### src/rtl/dmem_arbiter.sv
// dmem_arbiter: shares one data-memory port between two requesters.
// Round-robin arbitration with a burst quantum; reads take two cycles
// (issue, then RD_WAIT), writes complete in the grant cycle.
module dmem_arbiter #(
    parameter int B         = 8,
    parameter int N         = 8,
    parameter int MAX_BURST = 4
) (
    input  logic           clk,
    input  logic           rst,
    input  logic           req0,
    input  logic           req1,
    input  logic           we0,
    input  logic           we1,
    input  logic [N-1:0]   addr0,
    input  logic [N-1:0]   addr1,
    input  logic [4*B-1:0] wdata0,
    input  logic [4*B-1:0] wdata1,
    output logic           gnt0,
    output logic           gnt1,
    output logic           rvalid0,
    output logic           rvalid1,
    output logic [4*B-1:0] rdata0,
    output logic [4*B-1:0] rdata1,
    output logic [N-1:0]   mem_r_addr,
    output logic [N-1:0]   mem_w_addr,
    output logic           mem_r_en,
    output logic           mem_w_en,
    output logic [4*B-1:0] mem_w_data,
    input  logic [4*B-1:0] mem_r_data
);

    localparam int W  = 4 * B;
    localparam int CW = $clog2(MAX_BURST + 1);
    localparam logic [CW-1:0] CNT_MAX  = CW'(MAX_BURST);
    localparam logic [CW-1:0] CNT_ONE  = CW'(1);
    localparam logic [CW-1:0] CNT_ZERO = CW'(0);

    typedef enum logic [0:0] {
        ST_IDLE    = 1'b0,
        ST_RD_WAIT = 1'b1
    } state_t;

    state_t          r_state;
    logic            r_ptr;       // port that wins when both request
    logic            r_last;      // port granted most recently
    logic [CW-1:0]   r_cnt;       // consecutive grants to r_last
    logic            r_rd_port;   // port owning the outstanding read
    logic            r_rvalid0;
    logic            r_rvalid1;
    logic [W-1:0]    r_rdata0;
    logic [W-1:0]    r_rdata1;

    state_t          w_state_next;
    logic            w_gnt0;
    logic            w_gnt1;
    logic            w_grant;
    logic            w_port;
    logic            w_we;
    logic            w_other_req;
    logic [N-1:0]    w_addr;
    logic [W-1:0]    w_wdata;
    logic            w_ptr_next;
    logic            w_last_next;
    logic [CW-1:0]   w_cnt_next;
    logic [CW-1:0]   w_cnt_inc;
    logic            w_rd_port_next;

    // Arbitration, next state and memory-side drive for this cycle
    always_comb begin
        w_state_next = r_state;
        w_gnt0       = 1'b0;
        w_gnt1       = 1'b0;
        if (rst) begin
            w_state_next = ST_IDLE;
        end else begin
            case (r_state)
                ST_IDLE: begin
                    if (req0 && req1) begin
                        if (r_ptr) begin
                            w_gnt1 = 1'b1;
                        end else begin
                            w_gnt0 = 1'b1;
                        end
                    end else if (req0) begin
                        w_gnt0 = 1'b1;
                    end else if (req1) begin
                        w_gnt1 = 1'b1;
                    end else begin
                        w_gnt0 = 1'b0;
                    end
                end
                ST_RD_WAIT: begin
                    w_state_next = ST_IDLE;
                end
                default: begin
                    w_state_next = ST_IDLE;
                end
            endcase
        end

        w_grant     = w_gnt0 | w_gnt1;
        w_port      = w_gnt1;
        w_we        = w_gnt1 ? we1 : we0;
        w_addr      = w_gnt1 ? addr1 : addr0;
        w_wdata     = w_gnt1 ? wdata1 : wdata0;
        w_other_req = w_gnt1 ? req0 : req1;

        mem_r_en   = w_grant & ~w_we;
        mem_w_en   = w_grant & w_we;
        mem_r_addr = mem_r_en ? w_addr : {N{1'b0}};
        mem_w_addr = mem_w_en ? w_addr : {N{1'b0}};
        mem_w_data = mem_w_en ? w_wdata : {W{1'b0}};

        if (mem_r_en) begin
            w_state_next   = ST_RD_WAIT;
            w_rd_port_next = w_port;
        end else begin
            w_rd_port_next = r_rd_port;
        end
    end

    // Burst counter and priority pointer; they move only on a grant
    always_comb begin
        w_ptr_next  = r_ptr;
        w_last_next = r_last;
        w_cnt_next  = r_cnt;
        w_cnt_inc   = (r_cnt >= CNT_MAX) ? CNT_MAX : (r_cnt + CNT_ONE);
        if (w_grant) begin
            w_last_next = w_port;
            if (w_port == r_last) begin
                if ((w_cnt_inc == CNT_MAX) && w_other_req) begin
                    w_ptr_next = ~w_port;
                    w_cnt_next = CNT_ZERO;
                end else begin
                    w_cnt_next = w_cnt_inc;
                end
            end else begin
                w_ptr_next = ~w_port;
                w_cnt_next = CNT_ONE;
            end
        end else begin
            w_cnt_next = r_cnt;
        end
    end

    // State, arbitration bookkeeping and read-return registers
    always_ff @(posedge clk or posedge rst) begin
        if (rst) begin
            r_state   <= ST_IDLE;
            r_ptr     <= 1'b0;
            r_last    <= 1'b0;
            r_cnt     <= CNT_ZERO;
            r_rd_port <= 1'b0;
            r_rvalid0 <= 1'b0;
            r_rvalid1 <= 1'b0;
            r_rdata0  <= {W{1'b0}};
            r_rdata1  <= {W{1'b0}};
        end else begin
            r_state   <= w_state_next;
            r_ptr     <= w_ptr_next;
            r_last    <= w_last_next;
            r_cnt     <= w_cnt_next;
            r_rd_port <= w_rd_port_next;
            r_rvalid0 <= (r_state == ST_RD_WAIT) && (r_rd_port == 1'b0);
            r_rvalid1 <= (r_state == ST_RD_WAIT) && (r_rd_port == 1'b1);
            if ((r_state == ST_RD_WAIT) && (r_rd_port == 1'b0)) begin
                r_rdata0 <= mem_r_data;
            end
            if ((r_state == ST_RD_WAIT) && (r_rd_port == 1'b1)) begin
                r_rdata1 <= mem_r_data;
            end
        end
    end

    assign gnt0    = w_gnt0;
    assign gnt1    = w_gnt1;
    assign rvalid0 = r_rvalid0;
    assign rvalid1 = r_rvalid1;
    assign rdata0  = r_rdata0;
    assign rdata1  = r_rdata1;

endmodule
### config.mk
export PLATFORM = sky130hd
export DESIGN_NAME = dmem_arbiter
export DESIGN_NICKNAME = d
export VERILOG_FILES = /design/src/rtl/dmem_arbiter.sv
export SDC_FILE = /design/constraint.sdc
export NUM_CORES = 1
export LEC_CHECK = 0
export CAP_MARGIN = 15
export CORE_MARGIN = 2
export CORE_UTILIZATION = 35
export DETAILED_ROUTE_END_ITERATION = 16
export PLACE_DENSITY = 0.77
export SLEW_MARGIN = 20
export SYNTH_ARGS = -nofsm -noshare
export SYNTH_HDL_FRONTEND = slang
export SYNTH_SLANG_ARGS = --single-unit
export TNS_END_PERCENT = 100
### constraint.sdc
create_clock -name clk -period 3.7 [get_ports clk]
set_clock_uncertainty 0.2 [all_clocks]
set_input_delay 0.74 -clock clk [delete_from_list [all_inputs] [get_ports clk]]
set_output_delay 0.74 -clock clk [all_outputs]
set_load 0.02 [all_outputs]
==> out/qor.txt <==
Status -> finished clean
Core area -> 10400 um2
Top cells by area, synth -> dfrtp_1 (49%), mux2_2 (19%), nand3_1 (11%)
Top cells by count, synth -> nand3_1 (81), dfrtp_1 (73), mux2_2 (64), a21oi_1 (49), nand3b_1 (18)
Delay-heaviest family, CP -> buffers and inverters
Synth top area share -> 48.8%
Fillers -> 807
I/O Buffers -> 235
Hold Vio Cnt, Final -> 0
Yosys reg bits -> 73
Drt drc -> 0
Avg Synthesized Cell Area -> 10.4 um2
CP max-delay cell -> clkdlybuf4s50_1
CTS tree -> done
Horiz. Die Dim -> 107 um
First-pass GRT wire length -> 19300 um
Min-Delay Path Depth -> 1
Max IR drop VDD -> 478 uV
Setup repair bufs after CTS -> 0
Critical-path cell list -> clkdlybuf4s50_1 -> nand2b_1 -> nand3_4 -> inv_2 -> buf_12 -> nand3_1 -> a21oi_1 -> clkdlybuf4s50_1
Largest net degree at the start of global routing -> 51
Worst path bufs/invs -> 4
Clock-pin slew on the worst setup and hold paths -> 70 ps
Async set-reset flop share out of synthesis -> 100%
Hpwl dp -> 9660 um
Highest clock rate -> 280 MHz
Post_cts resized -> 0
Post-cts hold buffer count -> 0
Critical path class -> input port to output port
Number of max-cap violations -> 0
Power density over the cells -> 629 nW/um2
Initial Util -> 36.1%
Worst slew margin -> 34.4%
Sink Count -> 73
Hold Crit Class -> flop to flop
Most Frequent Cell on Critical Path -> clkdlybuf4s50_1
Tcrit/Tclk final -> 96.6%
Levels on crit path -> 8
Overall global routing resource usage -> 21.4%
Fin cells -> 731
Slowest stage delay, CP -> 630 ps
Worst Tran Pin Value -> 983 ps
Layout cells sized above 1 -> 18.0%
Final wirelength -> 12600 um
Main flop type after synthesis -> dfrtp_1
Die ar. -> 11500 um2
Area of the multi-input gates -> 1750 um2
Depth of the most critical reg-to-reg path -> 3
Final #Nets -> 709
DRT iter0 DRCs -> 192
Row count -> 37
Htree depth -> 3
Yosys cell types -> 33
Startpoint Class -> input port
GRT overflow -> 0
CP Launch Point -> req0
WL/cell -> 17.3 um
I/O pin cnt -> 236
Via count -> 3744
Sum Neg Setup Slack -> 0 ps
Dpl cells -> 714
Setup-failing EPs final -> 0
WHS Endpoint -> rdata1[16]
Longest Clk Path Bufs -> 2
Antenna violations before repair -> 1
Worst Min Path Start -> rdata1[16]
Seq/Total Area, Yosys -> 48.8%
Pleak -> 0.00300 uW
Post-Synthesis Cells -> 359
Reg2reg start -> r_state
Slew Viols, Final -> 0
Vias in the first global route -> 3883
Die height -> 107 um
Dpl cell area -> 6340 um2
Most frequent cell after synthesis -> nand3_1
Min Tclk post-route -> 3570 ps
Register area -> 1830 um2
Pre-CTS setup slack -> 76.1 ps
Post-synth EDFFs -> 0
Worst R2R End -> rdata1[30]
CP Max Fanout -> 24
Syn_nets -> 479
CTS Root Cell -> clkbuf_8
Synthesized area -> 3750 um2
Finished Cell Area -> 6630 um2
Avg Vias per Cell -> 5.12
Area Growth Syn to Fin -> 76.9%
Total iterations of the first detailed-routing run -> 5
Final Worst Setup Slack -> 127 ps
Critical Path AT -> 2630 ps
Later-pin clock latency in the skew report -> 340 ps
Num CTS Buffers -> 9
CP Capture Type -> output port
Reg2Reg Setup Slack -> 1530 ps
Yosys warnings -> 0
GPL Wtd Cong -> 0.884
DRT antenna net count -> 0
WP data required -> 2760 ps
Post-synth top area cell -> dfrtp_1
==> final cells by class <==
class	count	share of cell area, %
timing repair buffer	254	39.7
sequential	73	27.6
multi-input combinational	245	26.4
tap	136	2.57
clock buffer	9	1.87
clock inverter	7	1.51
inverter	6	0.340
antenna	1	0.0378
==> worst max-delay path by stage <==
stage	to	slack, ps
2_1_floorplan	r_cnt[0]	910
3_3_place_gp	mem_w_data[2]	110
3_5_place_dp	mem_w_data[31]	80
4_1_cts	mem_w_data[31]	70
5_1_grt	mem_w_data[23]	-4
6_report	mem_w_data[10]	130
==> layout by cell type, fill, tap and decap left out, types with 4 or more instances in the layout <==
cell type,instances
inv_1,4
a21oi_1,49
nor3_1,4
dlymetal6s2s_1,26
clkdlybuf4s50_1,207
nand3b_1,18
buf_4,15
nand2_1,5
dfrtp_1,73
clkbuf_8,9
mux2_2,64
buf_12,6
nand3_1,81
==> through the flow <==
stage               utilization (%)  hold WS [ps]  power (uW)
floorplan                         -           283        2410
global placement               61.1           287        3450
detailed placement             61.1           292        3510
CTS                            63.3           309        4210
global route                   63.9           326        4400
finish                         63.9           305        4170
==> metal layers <==
layer  GRT usage, %  part of all wire (%)
met2           38.9                    51
met1           22.8                    37
met3           7.45                   9.2
met4           8.24                   3.1
met5              0                     0
==> logic make-up after synthesis <==
group / synth area share (%)
mux: 19.5
compound gates: 8.02
buf+inv: 4.98
xor+xnor: 0.234
flops: 48.8
simple gates: 17.8
fa+ha+maj: 0.668
==> registers in the layout, indices dropped and copies added, names as in the netlist <==
signal and count:
rvalid1 1, rvalid0 1, r_rd_port 1, r_cnt 3, rdata1 32, r_ptr 1, r_last 1, r_state 1
rdata0 32
==> worst reg2reg max path: stages, from the launching register on <==
cell and delay (ps):
dfrtp_1 460, nand2_1 660, buf_4 370, mux2_2 370
==> power breakdown <==
part	switching, uW	leakage, uW	internal, uW	total [uW]
Clock	300	0.000114	385	685
Combinational	966	0.00203	1120	2090
Sequential	214	0.000863	1180	1400
No activity file was read; power rests on OpenSTA's default activity.
